### src/rtl/dir_request_arbiter_pkg.sv
// Shared types and transaction codes for the MESI directory request front end.
package dir_request_arbiter_pkg;

  localparam int WIDTH      = 16;
  localparam int BLOCK_SIZE = 32;
  localparam int CPU_WIDTH  = 1;

  localparam logic [3:0] FWD_GET_S          = 4'h1;
  localparam logic [3:0] FWD_GET_M          = 4'h2;
  localparam logic [3:0] FWD_PUT_S          = 4'h3;
  localparam logic [3:0] FWD_PUT_M          = 4'h4;
  localparam logic [3:0] FORWARD_DATA_PUT_M = 4'h5;

  typedef enum logic [2:0] {
    ST_ARB,
    ST_SEND,
    ST_CHECK,
    ST_WAIT_FWD,
    ST_SEND_FWD
  } state_t;

  // Owner responses that may complete a forwarded GetS.
  function automatic logic fwd_resp_ok(input logic [3:0] t);
    return (t == FWD_PUT_S) || (t == FORWARD_DATA_PUT_M);
  endfunction

endpackage

### src/rtl/dir_request_arbiter_rr_picker.sv
// Combinational round-robin selector: first valid requester at or after ptr.
module rr_picker #(
  parameter int N  = 2,
  parameter int IW = (N > 1) ? $clog2(N) : 1
) (
  input  logic [N-1:0]  valid,
  input  logic [IW-1:0] ptr,
  output logic [N-1:0]  grant,
  output logic [IW-1:0] idx,
  output logic          any
);

  function automatic logic [IW-1:0] wrap(input int k);
    return IW'(k % N);
  endfunction

  always_comb begin
    grant = '0;
    idx   = '0;
    any   = 1'b0;
    for (int i = 0; i < N; i++) begin
      if (!any && valid[wrap(int'(ptr) + i)]) begin
        any                         = 1'b1;
        idx                         = wrap(int'(ptr) + i);
        grant[wrap(int'(ptr) + i)]  = 1'b1;
      end
    end
  end

endmodule

### src/rtl/dir_request_arbiter.sv
// Buffers per-CPU coherence requests, grants them round-robin to the directory
// and serialises the owner's response after a forwarded GetS.
//
// state       | meaning
// ST_ARB      | pick next valid buffer, load payload
// ST_SEND     | dir_en_o high for one cycle
// ST_CHECK    | payload held while directory re-samples; decode path taken
// ST_WAIT_FWD | only the owner's response may be issued; watchdog runs
// ST_SEND_FWD | owner response presented, owner buffer freed
module dir_request_arbiter
  import dir_request_arbiter_pkg::*;
#(
  parameter int NUM_CPU     = 2,
  parameter int FWD_TIMEOUT = 64
) (
  input  logic                          sys_clk,
  input  logic                          sys_rst,
  input  logic [NUM_CPU-1:0]            req_valid_i,
  output logic [NUM_CPU-1:0]            req_ready_o,
  input  logic [NUM_CPU*4-1:0]          req_type_i,
  input  logic [NUM_CPU*WIDTH-1:0]      req_addr_i,
  input  logic [NUM_CPU*BLOCK_SIZE-1:0] req_data_i,
  output logic                          dir_en_o,
  output logic [3:0]                    dir_type_o,
  output logic [WIDTH-1:0]              dir_addr_o,
  output logic [BLOCK_SIZE-1:0]         dir_data_o,
  output logic [CPU_WIDTH-1:0]          dir_requester_o,
  input  logic                          dir_mem_read_i,
  input  logic                          dir_fwd_en_i,
  input  logic [3:0]                    dir_fwd_type_i,
  input  logic [CPU_WIDTH-1:0]          dir_fwd_dest_i,
  output logic [NUM_CPU-1:0]            grant_o,
  output logic                          busy_o,
  output logic                          timeout_o
);

  localparam int WDW = $clog2(FWD_TIMEOUT + 1);

  state_t                state;
  logic [NUM_CPU-1:0]    buf_valid;
  logic [3:0]            buf_type [NUM_CPU];
  logic [WIDTH-1:0]      buf_addr [NUM_CPU];
  logic [BLOCK_SIZE-1:0] buf_data [NUM_CPU];
  logic [CPU_WIDTH-1:0]  rr, cur, owner;
  logic [WDW-1:0]        wd_cnt;

  logic [NUM_CPU-1:0]    pick_grant;
  logic [CPU_WIDTH-1:0]  pick_idx;
  logic                  pick_any;

  rr_picker #(.N(NUM_CPU), .IW(CPU_WIDTH)) u_pick (
    .valid (buf_valid),
    .ptr   (rr),
    .grant (pick_grant),
    .idx   (pick_idx),
    .any   (pick_any)
  );

  assign req_ready_o = ~buf_valid;
  assign busy_o      = (state != ST_ARB);

  always_ff @(posedge sys_clk) begin
    if (sys_rst) begin
      state           <= ST_ARB;
      buf_valid       <= '0;
      rr              <= '0;
      cur             <= '0;
      owner           <= '0;
      wd_cnt          <= '0;
      dir_en_o        <= 1'b0;
      dir_type_o      <= '0;
      dir_addr_o      <= '0;
      dir_data_o      <= '0;
      dir_requester_o <= '0;
      grant_o         <= '0;
      timeout_o       <= 1'b0;
      for (int c = 0; c < NUM_CPU; c++) begin
        buf_type[c] <= '0;
        buf_addr[c] <= '0;
        buf_data[c] <= '0;
      end
    end else begin
      // Accept never collides with a free: ready is low while a buffer is valid.
      for (int c = 0; c < NUM_CPU; c++) begin
        if (req_valid_i[c] && !buf_valid[c]) begin
          buf_valid[c] <= 1'b1;
          buf_type[c]  <= req_type_i[c*4 +: 4];
          buf_addr[c]  <= req_addr_i[c*WIDTH +: WIDTH];
          buf_data[c]  <= req_data_i[c*BLOCK_SIZE +: BLOCK_SIZE];
        end
      end

      dir_en_o <= 1'b0;

      case (state)
        ST_ARB: begin
          if (pick_any) begin
            grant_o         <= pick_grant;
            cur             <= pick_idx;
            dir_type_o      <= buf_type[pick_idx];
            dir_addr_o      <= buf_addr[pick_idx];
            dir_data_o      <= buf_data[pick_idx];
            dir_requester_o <= pick_idx;
            rr              <= (int'(pick_idx) == NUM_CPU - 1) ? '0 : pick_idx + 1'b1;
            dir_en_o        <= 1'b1;
            state           <= ST_SEND;
          end
        end

        ST_SEND: state <= ST_CHECK;

        ST_CHECK: begin
          buf_valid[cur]  <= 1'b0;
          grant_o         <= '0;
          dir_type_o      <= '0;
          dir_addr_o      <= '0;
          dir_data_o      <= '0;
          dir_requester_o <= '0;
          if (dir_mem_read_i) begin
            state <= ST_ARB;
          end else if (dir_fwd_en_i && dir_fwd_type_i == FWD_GET_S) begin
            owner  <= dir_fwd_dest_i;
            wd_cnt <= WDW'(FWD_TIMEOUT - 1);
            state  <= ST_WAIT_FWD;
          end else begin
            state <= ST_ARB;
          end
        end

        ST_WAIT_FWD: begin
          if (buf_valid[owner] && fwd_resp_ok(buf_type[owner])) begin
            grant_o         <= NUM_CPU'(1) << owner;
            dir_type_o      <= buf_type[owner];
            dir_addr_o      <= buf_addr[owner];
            dir_data_o      <= buf_data[owner];
            dir_requester_o <= owner;
            dir_en_o        <= 1'b1;
            state           <= ST_SEND_FWD;
          end else if (wd_cnt == '0) begin
            timeout_o <= 1'b1;
          end else begin
            wd_cnt <= wd_cnt - 1'b1;
          end
        end

        ST_SEND_FWD: begin
          buf_valid[owner] <= 1'b0;
          grant_o          <= '0;
          dir_type_o       <= '0;
          dir_addr_o       <= '0;
          dir_data_o       <= '0;
          dir_requester_o  <= '0;
          state            <= ST_ARB;
        end

        default: state <= ST_ARB;
      endcase
    end
  end

endmodule

### config.mk
export PLATFORM = sky130hd
export DESIGN_NAME = dir_request_arbiter
export DESIGN_NICKNAME = d
export VERILOG_FILES = /design/src/rtl/dir_request_arbiter_pkg.sv /design/src/rtl/dir_request_arbiter_rr_picker.sv /design/src/rtl/dir_request_arbiter.sv
export SDC_FILE = /design/constraint.sdc
export NUM_CORES = 1
export LEC_CHECK = 0
export CAP_MARGIN = 15
export CORE_ASPECT_RATIO = 1.75
export CORE_MARGIN = 8
export CORE_UTILIZATION = 45
export DETAILED_ROUTE_END_ITERATION = 7
export GPL_ROUTABILITY_DRIVEN = 0
export PLACE_DENSITY = 0.76
export SETUP_SLACK_MARGIN = 0.1
export SLEW_MARGIN = 20
export SYNTH_ARGS = -nofsm -noshare
export SYNTH_HDL_FRONTEND = slang
export SYNTH_SLANG_ARGS = --single-unit
### constraint.sdc
create_clock -name sys_clk -period 3.1 [get_ports sys_clk]
set_clock_uncertainty 0.15 [all_clocks]
set_input_delay 0.62 -clock sys_clk [delete_from_list [all_inputs] [get_ports sys_clk]]
set_output_delay 0.62 -clock sys_clk [all_outputs]
set_load 0.01 [all_outputs]
==> results.md <==
Clock tree:
- In this run the number of H-tree levels came out at 4.
- After clock tree synthesis, the clock-pin slew on the worst setup and hold paths is 0.07 ns.
- The worst-case clock buffer depth is 2.
- For this design, the sink count on the clock tree is 177.
- The post-cts gate resize count is 0.
- The post-cts hold buffer count is 0.
- The clock root buffer is clkbuf_16.
- TritonCTS built the clock tree.
- The CTS buffer count is 17.
- The insertion delay of the later-clocked pin in the worst-skew pair is 0.42 ns.
- After clock tree synthesis, the setup repair step added 0 buffers.

Global routing:
- The busiest metal layer after global routing is met2.
- The first global-routing pass estimated 29500 um of wire.
- The number of global-route vias before repair came to 5637.
- In the global route stage, met2 resource usage came out at 33.2%.
- For this run, global-route usage on met1 was measured as 18.2%.
- For met3 alone, demand over resource in global routing was 4.04%.
- The number of antenna violations at the first check in global routing is 1.
- After global routing the overflow that remains totals 0.
- Entering global routing, the biggest net connects 105 pins.
- In the global route stage, overall resource usage came out at 17.9%.

Pwr:
- Power spread over the standard cell area amounts to 634 nW/um^2.
- The static leakage is 3.58 nW.
- VDD sags by at most 390 uV.

Floorplanning:
- The die is 186 um tall.
- The effective utilization at floorplan is 45.7%.
- In this run the count of I/O pins placed on the die edge is 175.
- The core region area is 16400 sq um.
- The full die area is 21200 sq um.
- Measured along the x axis, the die boundary spans 113 um.
- The floorplan has 62 rows.

Placement:
- Including well taps, the total number of placed cells is 961.
- At the placement stage, the worst setup path has a slack of 0.481 ns.
- The number of I/O port buffers is 174.
- The half-perimeter wire length of the detailed placement result is 13300 um.

STA:
- Setup violations remaining at the end of the flow were counted as 0.
- Of the available clock period, the critical path in the final layout requires 86.0%.
- Across all setup checks in the final design, the least slack found is 0.435 ns.
- In the final timing run, aggregate negative setup slack is 0 ns.
- The worst hold margin is 0.331 ns.
- The clock period minus worst slack is 2.66 ns.
- The hold violation total from the final report came to 0.
- For the pin with the worst max-slew slack, the measured transition is 0.641 ns.
- Headroom to the max-slew limit came out at 57.3%.
- The fmax is 375 MHz.
- The final number of max-transition violations came to 0.
- Setup repair after global routing left no endpoint under its margin.

Critical path:
- STA classifies the critical path endpoint as an output pin.
- The critical path is of the flip-flop to output pin type.
- The startpoint identified for the worst register-to-register timing path is state[0]$_SDFFE_PP0P_.
- Traced cell by cell, the critical path runs through nor3_1 > buf_4 > inv_1 > clkdlybuf4s50_1.
- For the worst setup path, the data arrival time is 1.89 ns.
- In this run the register-to-register setup slack is 0.45 ns.
- The endpoint identified for the worst register-to-register timing path is dir_data_o[13]$_SDFFE_PP0P_.
- The largest single stage delay on the critical path is 0.60 ns.
- The path depth of the worst reg2reg path is 6.
- The cell at the slowest stage of the critical path is dfxtp_1.
- The critical path buffer and inverter count is 3.
- The critical path launch point is state[0]$_SDFFE_PP0P_.
- The kind of launch point of the worst setup path is a flip-flop.
- The critical path's top delay family is buffers and inverters.
- The peak fanout along the critical path is 12.
- For the worst setup path, the data required time is 2.33 ns.

Routing:
- After detailed routing, the number of vias per cell comes to 5.31.
- In this run, the number of DRC markers left after iteration 0 of detailed routing was 262.
- For this block, the via count after detailed routing is 5279.
- The number of nets still failing antenna checks after routing is 0.
- The average wire length per cell after detail routing is 19.0 um.
- The pre-antenna-repair detailed-routing pass consisted of 4 iterations.
- For this block, the routed nets add up to 18900 um of wire.
- The number of design rule violations left after detail routing is 0.

Logic synthesis:
- Yosys printed 0 warnings.
- The count of cell types in the netlist is 42.
- The number of flops mapped to enable cells by yosys is 104.
- The number of register bits inferred by synthesis is 177.
- The mean cell area of the mapped netlist is 12.5 sq um.
- The fraction of post-synthesis cell area in the top cell type by area is 41.8%.
- Among all cell types in the netlist, the one instantiated most often is and2_1.
- The commonest cells after synthesis are and2_1, edfxtp_1, dfxtp_1.
- Yosys attributes the largest share of cell area to edfxtp_1, dfxtp_1, and2_1, a211oi_2, a22oi_1.
- The cell area that synthesis handed to floorplanning was 7470 sq um.
- The post-synthesis instance total is 600.
- The leading area contributor after synthesis is edfxtp_1.
- The async set or reset register ratio after synthesis is 0%.
- Counting every net in the synthesized netlist gives 717.
- The most used flip-flop cell after synthesis is edfxtp_1.
- The sequential area share after synthesis is 61.3%.

Worst hold path:
- The startpoint of the most critical hold path is dir_requester_o$_SDFFE_PP0P_.
- The hold path depth is 1.
- The path class of the lowest-slack min-delay path is flip-flop to flip-flop.
- The path with the worst hold slack has its endpoint at dir_requester_o$_SDFFE_PP0P_.

Finish:
- Counting the fill cells in the layout gives 1281.
- At the end of the flow the core is filled with cells to 61.1%.
- Compared with the post-synthesis result, the final layout area differs by 33.8%.
- Excluding fillers, the count of instances in the completed layout stands at 994.
- Cells with a size suffix above 1 make up 13.9% of the layout.
- The layout net count is 873.

Job:
- The number of violations of the max-capacitance limit is 0.

Run status:
- The run finished with clean final reports.
[how the worst max path moves through the flow]
stage	to	cells past startpoint
floorplan	buf_addr[0][0]$_SDFFCE_PN0P_	3
global placement	dir_data_o[27]$_SDFFE_PP0P_	6
detailed placement	dir_data_o[13]$_SDFFE_PP0P_	6
CTS	busy_o	4
global route	dir_data_o[0]$_SDFFE_PP0P_	6
finish	busy_o	4
[cells in the final DEF (no fill, tap or decap), drive strengths merged, types with 6 or more instances in the layout]
| cell | n |
|---|---|
| a211oi | 56 |
| a21oi | 13 |
| a22oi | 53 |
| a31oi | 6 |
| and2 | 108 |
| buf | 11 |
| clkbuf | 17 |
| clkdlybuf4s50 | 173 |
| clkinv | 6 |
| dfxtp | 73 |
| edfxtp | 104 |
| inv | 14 |
| nand2 | 17 |
| nand2b | 7 |
| nor2 | 63 |
| nor3 | 7 |
[report_power, final]
part / leakage (nW) / switching (W) / internal [W]
combinational: 1.57 / 0.000648 / 0.000640
sequential: 1.72 / 0.000139 / 0.00277
clock: 0.289 / 0.000994 / 0.00115
[through the flow]
step | area (sq um) | total power, W
2_1_floorplan | 7480 | 0.00366
3_3_place_gp | 9400 | 0.00421
3_5_place_dp | 9400 | 0.00425
4_1_cts | 10000 | 0.00639
5_1_grt | 10000 | 0.00660
6_report | 10000 | 0.00634
[registers in the layout, summed over array words and instances, names as in the netlist, 2 cells and up, named ones only]
name        count
state           3
buf_addr       32
wd_cnt          7
buf_data       64
grant_o         2
dir_addr_o     16
dir_type_o      4
dir_data_o     32
buf_type        8
buf_valid       2
[logic make-up after synthesis]
kind of cell | Yosys count | share of synthesized area, %
simple gates | 216 | 15.5
flops | 177 | 61.3
compound gates | 145 | 18.1
buf+inv | 54 | 4.02
mux | 4 | 0.536
xor+xnor | 2 | 0.234
fa+ha+maj | 2 | 0.335
[cell type report]
| type | count | area, sq um | area share, % |
|---|---|---|---|
| antenna | 1 | 2.50 | 0.0250 |
| sequential | 177 | 4580 | 45.8 |
| tap | 224 | 280 | 2.80 |
| timing repair buffer | 184 | 1880 | 18.8 |
| clock inverter | 15 | 171 | 1.71 |
| inverter | 7 | 26.3 | 0.263 |
| multi-input combinational | 369 | 2640 | 26.3 |
| clock buffer | 17 | 425 | 4.25 |
[routing by layer]
layer | routed length, um | part of all wire (%)
met4 | 635 | 3.4
met2 | 10600 | 56
met5 | 0 | 0
met3 | 796 | 4.2
met1 | 6830 | 36
(Power assumes the default switching activity.)
